<file path="src/rtl/tt_arith_pkg.sv">
// Shared definitions for the Tiny Tapeout arithmetic slot: the serial
// subtractor and its parallel adder companion.
//   state_e        : 2-bit control state encoding {IDLE, RUN, DONE}
//   TT_ARITH_W_DEF : default operand width
//   tt_cnt_w()     : bit-counter width for a W-bit serial datapath
package tt_arith_pkg;

  typedef enum logic [1:0] {
    IDLE = 2'd0,
    RUN  = 2'd1,
    DONE = 2'd2
  } state_e;

  localparam int TT_ARITH_W_DEF = 8;

  // Counter must index bits 0..W-1; never narrower than one bit.
  function automatic int tt_cnt_w(input int w);
    return (w < 2) ? 1 : $clog2(w);
  endfunction

endpackage

</file>
<file path="src/rtl/tt_serial_sub_if.sv">
// Operand/result handshake bundle for tt_serial_sub.
//   in_valid/in_ready/a/b          : operand channel (producer -> block)
//   out_valid/out_ready/diff/borrow: result channel (block -> consumer)
//   ovf                            : signed overflow, only with TT_SUB_OVF_EN
// master = producer/consumer side, slave = the subtractor.
interface tt_serial_sub_if #(parameter int W = 8);
  logic         in_valid;
  logic         in_ready;
  logic [W-1:0] a;
  logic [W-1:0] b;
  logic         out_valid;
  logic         out_ready;
  logic [W-1:0] diff;
  logic         borrow;
`ifdef TT_SUB_OVF_EN
  logic         ovf;

  modport master (output in_valid, a, b, out_ready,
                  input  in_ready, out_valid, diff, borrow, ovf);
  modport slave  (input  in_valid, a, b, out_ready,
                  output in_ready, out_valid, diff, borrow, ovf);
`else
  modport master (output in_valid, a, b, out_ready,
                  input  in_ready, out_valid, diff, borrow);
  modport slave  (input  in_valid, a, b, out_ready,
                  output in_ready, out_valid, diff, borrow);
`endif
endinterface

</file>
<file path="src/rtl/tt_serial_sub_fsub_cell.sv">
// tt_fsub_cell: combinational 1-bit full subtractor, d = a - b - bin.
//   a_i, b_i, bin_i : operand bits and incoming borrow
//   d_o, bout_o     : difference bit and outgoing borrow
// Built from two half-subtractors; outgoing borrow is the OR of theirs.
module tt_fsub_cell (
  input  logic a_i,
  input  logic b_i,
  input  logic bin_i,
  output logic d_o,
  output logic bout_o
);
  logic hs1_d, hs1_b, hs2_b;

  // a - b
  assign hs1_d = a_i ^ b_i;
  assign hs1_b = ~a_i & b_i;
  // (a - b) - bin
  assign d_o   = hs1_d ^ bin_i;
  assign hs2_b = ~hs1_d & bin_i;

  assign bout_o = hs1_b | hs2_b;
endmodule

</file>
<file path="src/rtl/tt_serial_sub.sv">
// tt_serial_sub: bit-serial W-bit subtractor, diff = a - b, LSB first.
//   clk_i : clock, rising edge
//   rst_i : synchronous active-high reset
//   bus   : tt_serial_sub_if.slave (operand and result handshakes)
// One operand pair is accepted in IDLE, W RUN cycles each resolve one bit,
// and the result is presented in DONE until the consumer takes it.
// Optional feature macro: TT_SUB_OVF_EN adds the signed overflow flag.
module tt_serial_sub
  import tt_arith_pkg::*;
#(
  parameter int W = TT_ARITH_W_DEF
) (
  input  logic            clk_i,
  input  logic            rst_i,
  tt_serial_sub_if.slave  bus
);

  localparam int CW = tt_cnt_w(W);

  localparam logic [1:0] ST_IDLE = 2'(IDLE);
  localparam logic [1:0] ST_RUN  = 2'(RUN);
  localparam logic [1:0] ST_DONE = 2'(DONE);

  logic [1:0]    state_q, state_d;
  logic [CW-1:0] cnt_q,   cnt_d;
  logic [W-1:0]  a_q,     a_d;
  logic [W-1:0]  b_q,     b_d;
  logic [W-1:0]  diff_q,  diff_d;
  logic          bin_q,   bin_d;
  logic          d_bit,   bout_bit;

  // The single subtractor cell always looks at the current LSBs.
  tt_fsub_cell u_cell (
    .a_i    (a_q[0]),
    .b_i    (b_q[0]),
    .bin_i  (bin_q),
    .d_o    (d_bit),
    .bout_o (bout_bit)
  );

  always_comb begin
    state_d = state_q;
    cnt_d   = cnt_q;
    a_d     = a_q;
    b_d     = b_q;
    diff_d  = diff_q;
    bin_d   = bin_q;
    case (state_q)
      ST_IDLE: begin
        if (bus.in_valid) begin
          state_d = ST_RUN;
          a_d     = bus.a;
          b_d     = bus.b;
          bin_d   = 1'b0;
          cnt_d   = '0;
        end
      end
      ST_RUN: begin
        // Result bits enter at the MSB so bit 0 lands at diff[0] after W shifts.
        diff_d = {d_bit, diff_q[W-1:1]};
        a_d    = a_q >> 1;
        b_d    = b_q >> 1;
        bin_d  = bout_bit;
        cnt_d  = cnt_q + 1'b1;
        if (cnt_q == CW'(W-1)) begin
          state_d = ST_DONE;
          cnt_d   = '0;
        end
      end
      ST_DONE: begin
        if (bus.out_ready) state_d = ST_IDLE;
      end
      default: state_d = ST_IDLE;
    endcase
  end

  always_ff @(posedge clk_i) begin
    if (rst_i) begin
      state_q <= ST_IDLE;
      cnt_q   <= '0;
      a_q     <= '0;
      b_q     <= '0;
      diff_q  <= '0;
      bin_q   <= 1'b0;
    end else begin
      state_q <= state_d;
      cnt_q   <= cnt_d;
      a_q     <= a_d;
      b_q     <= b_d;
      diff_q  <= diff_d;
      bin_q   <= bin_d;
    end
  end

  assign bus.in_ready  = (state_q == ST_IDLE);
  assign bus.out_valid = (state_q == ST_DONE);
  assign bus.diff      = diff_q;
  // The running borrow after the MSB is the final borrow.
  assign bus.borrow    = bin_q;

`ifdef TT_SUB_OVF_EN
  // Operand MSBs are shifted away during RUN, so keep copies for the flag.
  logic a_msb_q, b_msb_q;

  always_ff @(posedge clk_i) begin
    if (rst_i) begin
      a_msb_q <= 1'b0;
      b_msb_q <= 1'b0;
    end else if (state_q == ST_IDLE && bus.in_valid) begin
      a_msb_q <= bus.a[W-1];
      b_msb_q <= bus.b[W-1];
    end
  end

  // Signed overflow: operand signs differ and the result sign differs from a.
  assign bus.ovf = (state_q == ST_DONE) && (a_msb_q != b_msb_q) &&
                   (diff_q[W-1] != a_msb_q);
`endif

endmodule

</file>
<file path="src/flat_wrapper.sv">
// flat-port wrapper written by rule: the top's interface ports become plain ports
module tt_serial_sub_flat import tt_arith_pkg::*;
#(
  parameter int W = TT_ARITH_W_DEF
)
  (clk_i, rst_i, bus_in_valid, bus_a, bus_b, bus_out_ready, bus_in_ready, bus_out_valid, bus_diff, bus_borrow);
  tt_serial_sub_if #(.W(W)) bus_i ();
  input  logic clk_i;
  input  logic rst_i;
  input wire logic [$bits(bus_i.in_valid)-1:0] bus_in_valid;
  input wire logic [$bits(bus_i.a)-1:0] bus_a;
  input wire logic [$bits(bus_i.b)-1:0] bus_b;
  input wire logic [$bits(bus_i.out_ready)-1:0] bus_out_ready;
  output wire logic [$bits(bus_i.in_ready)-1:0] bus_in_ready;
  output wire logic [$bits(bus_i.out_valid)-1:0] bus_out_valid;
  output wire logic [$bits(bus_i.diff)-1:0] bus_diff;
  output wire logic [$bits(bus_i.borrow)-1:0] bus_borrow;
  assign bus_i.in_valid = bus_in_valid;
  assign bus_i.a = bus_a;
  assign bus_i.b = bus_b;
  assign bus_i.out_ready = bus_out_ready;
  assign bus_in_ready = bus_i.in_ready;
  assign bus_out_valid = bus_i.out_valid;
  assign bus_diff = bus_i.diff;
  assign bus_borrow = bus_i.borrow;
  tt_serial_sub #(.W(W)) u_core (.clk_i(clk_i), .rst_i(rst_i), .bus(bus_i));
endmodule
</file>
<file path="config.mk">
export PLATFORM = sky130hd
export DESIGN_NAME = tt_serial_sub_flat
export DESIGN_NICKNAME = d
export VERILOG_FILES = /design/src/rtl/tt_arith_pkg.sv /design/src/rtl/tt_serial_sub_if.sv /design/src/rtl/tt_serial_sub_fsub_cell.sv /design/src/rtl/tt_serial_sub.sv /design/src/flat_wrapper.sv
export SDC_FILE = /design/constraint.sdc
export NUM_CORES = 1
export LEC_CHECK = 0
export BUFFER_PORTS_ARGS = -buffer_cell sky130_fd_sc_hd__buf_2
export CAP_MARGIN = 0
export CORE_ASPECT_RATIO = 0.6
export CORE_MARGIN = 3
export CORE_UTILIZATION = 45
export DETAILED_ROUTE_END_ITERATION = 8
export GPL_TIMING_DRIVEN = 0
export HOLD_SLACK_MARGIN = 0.15
export PLACE_DENSITY_LB_ADDON = 0.1
export SETUP_SLACK_MARGIN = 0.05
export SYNTH_ARGS = -nofsm -noshare
export SYNTH_HDL_FRONTEND = slang
export SYNTH_HIERARCHICAL = 1
export SYNTH_SLANG_ARGS = --single-unit
</file>
<file path="constraint.sdc">
create_clock -name clk_i -period 2 [get_ports clk_i]
set_clock_uncertainty 0.1 [all_clocks]
set_input_delay 0.1 -clock clk_i [delete_from_list [all_inputs] [get_ports clk_i]]
set_output_delay 0.1 -clock clk_i [all_outputs]
set_load 0.02 [all_outputs]
</file>
==> impl_metrics.sql <==
INSERT INTO impl_metrics (metric_group, metric, value, unit) VALUES
('die', 'initial_core_utilization', '0.495', ''),
('die', 'die-height', '47.5', 'um'),
('clocking', 'htreeDepth', '2', ''),
('timing', 'finalHoldViolations', '0', ''),
('layout', 'area_growth', '38.7', '%'),
('placement', 'place.gp.congestion', '0.750', ''),
('timing', 'timing.final.setup_violations', '0', ''),
('clocking', 'post_cts_buffers', '0', ''),
('yosys', 'syn_area_per_cell', '9.37', 'um^2'),
('detailed_routing', 'drt_first_pass_iters', '4', ''),
('timing', 'timing.final.crit_share', '0.912', ''),
('setup_path', 'worst_ep_arrival_time', '1.94', 'ns'),
('setup_path', 'crit_path_end_kind', 'register', ''),
('detailed_routing', 'route.antenna.remaining_nets', '0', ''),
('setup_path', 'critical_path.max_fanout', '10', ''),
('layout', 'drive_above_1_share', '0.299', ''),
('yosys', 'synth_seq_cells', '30', ''),
('placement', 'preCtsSetupSlack', '0.607', 'ns'),
('die', 'dieWidth', '75.2', 'um'),
('yosys', 'synth_edf_count', '0', ''),
('clocking', 'cts.reportedPaths.clkPinSlew', '0.06', 'ns'),
('setup_path', 'critPathRequiredTime', '2.12', 'ns'),
('timing', 'rsz0062_at_grt', 'no', ''),
('grt', 'antenna_violations_before_repair', '0', ''),
('power_and_ir_drop', 'p_per_area', '754', 'mW/mm^2'),
('detailed_routing', 'vias_per_cell', '4.86', ''),
('die', 'placeableCoreArea', '0.00261', 'mm^2'),
('run_status', 'result_of_the_run', 'complete, no violations', ''),
('power_and_ir_drop', 'worst_ir_drop_vdd', '0.000405', 'V'),
('grt', 'wire_length_of_the_first_global_routing_pass', '4840', 'um'),
('placement', 'dpl.hpwl', '2040', 'um'),
('yosys', 'yosysWarningCount', '6', ''),
('die', 'floorplan.die_area', '0.00357', 'mm^2'),
('clocking', 'cts_tree', 'done', ''),
('yosys', 'post_synthesis_instance_total', '138', ''),
('detailed_routing', 'drt_wl_total', '2990', 'um'),
('clocking', 'buffer_levels_on_the_longest_clock_path', '2', ''),
('timing', 'hold_ws', '0.179', 'ns'),
('yosys', 'asyncSetResetFlopFracSynth', '0', ''),
('yosys', 'ys_types', '26', ''),
('die', 'top_level_ports', '31', ''),
('worst_hold_path', 'class_of_the_tightest_hold_or_removal_check', 'in -> reg', ''),
('detailed_routing', 'route.vias.total', '1114', ''),
('yosys', 'cell_area_after_technology_mapping', '0.00129', 'mm^2'),
('yosys', 'post-synth-top-count-cell', 'dfxtp_1', ''),
('detailed_routing', 'route.detailed.wl_per_inst', '13.1', 'um'),
('yosys', 'netlist.area_leader.share', '0.465', ''),
('grt', 'globalRouteTotalUtil', '0.185', ''),
('detailed_routing', 'drcViolationCount', '0', ''),
('grt', 'final_global_route_overflow_total', '0', ''),
('clocking', 'clk_latency', '0.27', 'ns'),
('yosys', 'synthDominantAreaCellType', 'dfxtp_1', ''),
('yosys', 'synth_nets', '161', ''),
('yosys', 'synth_top_cells_by_area', 'dfxtp_1 46%, o221a_1 7.0%, a21oi_1 5.8%, inv_1 5.5%, o221a_2 5.2%', ''),
('clocking', 'cts_root_buf', 'clkbuf_8', ''),
('run', 'maxCapViolations', '0', ''),
('placement', 'numPortBuffers', '29', ''),
('power_and_ir_drop', 'leakagePower', '0.764', 'nW'),
('yosys', 'synth.cells.most_frequent', '30 x dfxtp_1, 19 x inv_1, 16 x nand2_1, 15 x a21oi_1, 9 x nor2_1', ''),
('clocking', 'tritoncts.num_buffers', '5', ''),
('die', 'placement_rows', '14', ''),
('timing', 'timing_max_transition_violations_final', '0', ''),
('setup_path', 'worst-setup-path-type', 'reg -> reg', ''),
('grt', 'first_global_vias', '1015', ''),
('timing', 'minimum_clock_period', '1.82', 'ns'),
('timing', 'setup_ws', '0.176', 'ns'),
('clocking', 'cts.sink_count', '30', ''),
('yosys', 'synth-main-ff-cell', 'dfxtp_1', ''),
('layout', 'nFillCells', '231', ''),
('timing', 'final.setup.tns', '0', 'ns'),
('timing', 'clock.fmax', '548', 'MHz'),
('layout', 'final_nets', '219', ''),
('yosys', 'yosysSeqAreaShare', '0.465', ''),
('timing', 'tightestPinTransition', '0.545', 'ns'),
('detailed_routing', 'drt_iter0_drc', '86', ''),
('timing', 'worst_slew_margin_rel', '0.637', ''),
('layout', 'num_antenna_cells', '0', ''),
('setup_path', 'worstSetupStartpointType', 'register', ''),
('grt', 'grt_start_max_net_pins', '11', '');
-- worst paths after layout --
kind                                    from                              end  slack (ns)  cells past startpoint
max reg2reg   u_core/state_q[0]$_SDFFE_PP0P_   u_core/state_q[1]$_SDFFE_PP0P_        0.18                      6
min reg2reg  u_core/bus.diff[0]$_SDFFE_PP0N_  u_core/bus.diff[0]$_SDFFE_PP0N_        0.35                      2
min                                    rst_i  u_core/bus.diff[2]$_SDFFE_PP0N_        0.18                      2
max           u_core/state_q[0]$_SDFFE_PP0P_   u_core/state_q[1]$_SDFFE_PP0P_        0.18                      6
-- timing repair --
item                                    4_1_cts  5_1_grt
endpoints found under the setup margin        0        1
hold endpoints to repair                     24        0
gates resized for setup                       0        1
hold buffers                                 22        0
-- metrics by stage --
stage                     total power, mW  cells  instance area (um^2)  utilization
after floorplan                     0.783    138                  1290            -
after global placement              0.827    199                  1480        0.566
after detailed placement            0.835    199                  1480        0.566
after CTS                            1.35    229                  1790        0.686
after global routing                 1.42    229                  1790        0.687
final                                1.35    229                  1790        0.687
-- critical path, stage by stage (launching register included) --
cell,delay (ns)
dfxtp_1,0.47
nor2b_2,0.20
buf_6,0.15
buf_6,0.14
a22oi_1,0.07
nor2_1,0.08
dlygate4sd3_1,0.55
-- state kept, by name, indices dropped and copies added, names as in the netlist --
name,flops
u_core/bus.borrow,1
u_core/a_q,8
u_core/cnt_q,3
u_core/b_q,8
u_core/state_q,2
u_core/bus.diff,8
-- kinds of logic after synthesis --
family | count (synthesis) | share of synthesized area
muxes | 1 | 0.00774
buffers and inverters | 28 | 0.109
and+or+nand+nor | 32 | 0.107
adders and majority gates | 3 | 0.0348
DFF | 30 | 0.465
AOI/OAI and AO/OA | 44 | 0.276
-- metal layers --
layer | up-vias | part of all wire | global-route usage
li1 | 594 | - | -
met1 | 488 | 0.48 | 0.248
met2 | 30 | 0.45 | 0.298
met3 | 2 | 0.061 | 0.0587
met4 | 0 | 0.0030 | 0.0418
met5 | - | 0 | 0
-- layout by cell type, fill, tap and decap left out, drive strengths merged --
master,n
buf,36
dfxtp,30
dlygate4sd3,22
a21oi,22
inv,19
nand2,17
o221a,14
nor2,11
clkbuf,9
a22oi,5
a32oi,2
ha,2
nor2b,2
clkinv,1
nand2b,1
o21bai,1
mux2i,1
nor3,1
fa,1
-- where the power goes --
| part | leakage [nW] | internal [mW] | total (mW) | switching, mW |
|---|---|---|---|---|
| Clock | 0.0482 | 0.277 | 0.494 | 0.217 |
| Combinational | 0.469 | 0.106 | 0.204 | 0.0978 |
| Sequential | 0.246 | 0.632 | 0.654 | 0.0220 |
-- layout make-up --
cell class	instances	area (um^2)	area share
sequential	30	601	0.335
timing repair buffer	51	365	0.204
clock inverter	1	5.00	0.00279
tap	32	40.0	0.0223
inverter	19	71.3	0.0398
buffer	9	70.1	0.0391
multi-input combinational	80	554	0.309
clock buffer	7	86.3	0.0482
(Power assumes the default switching activity.)
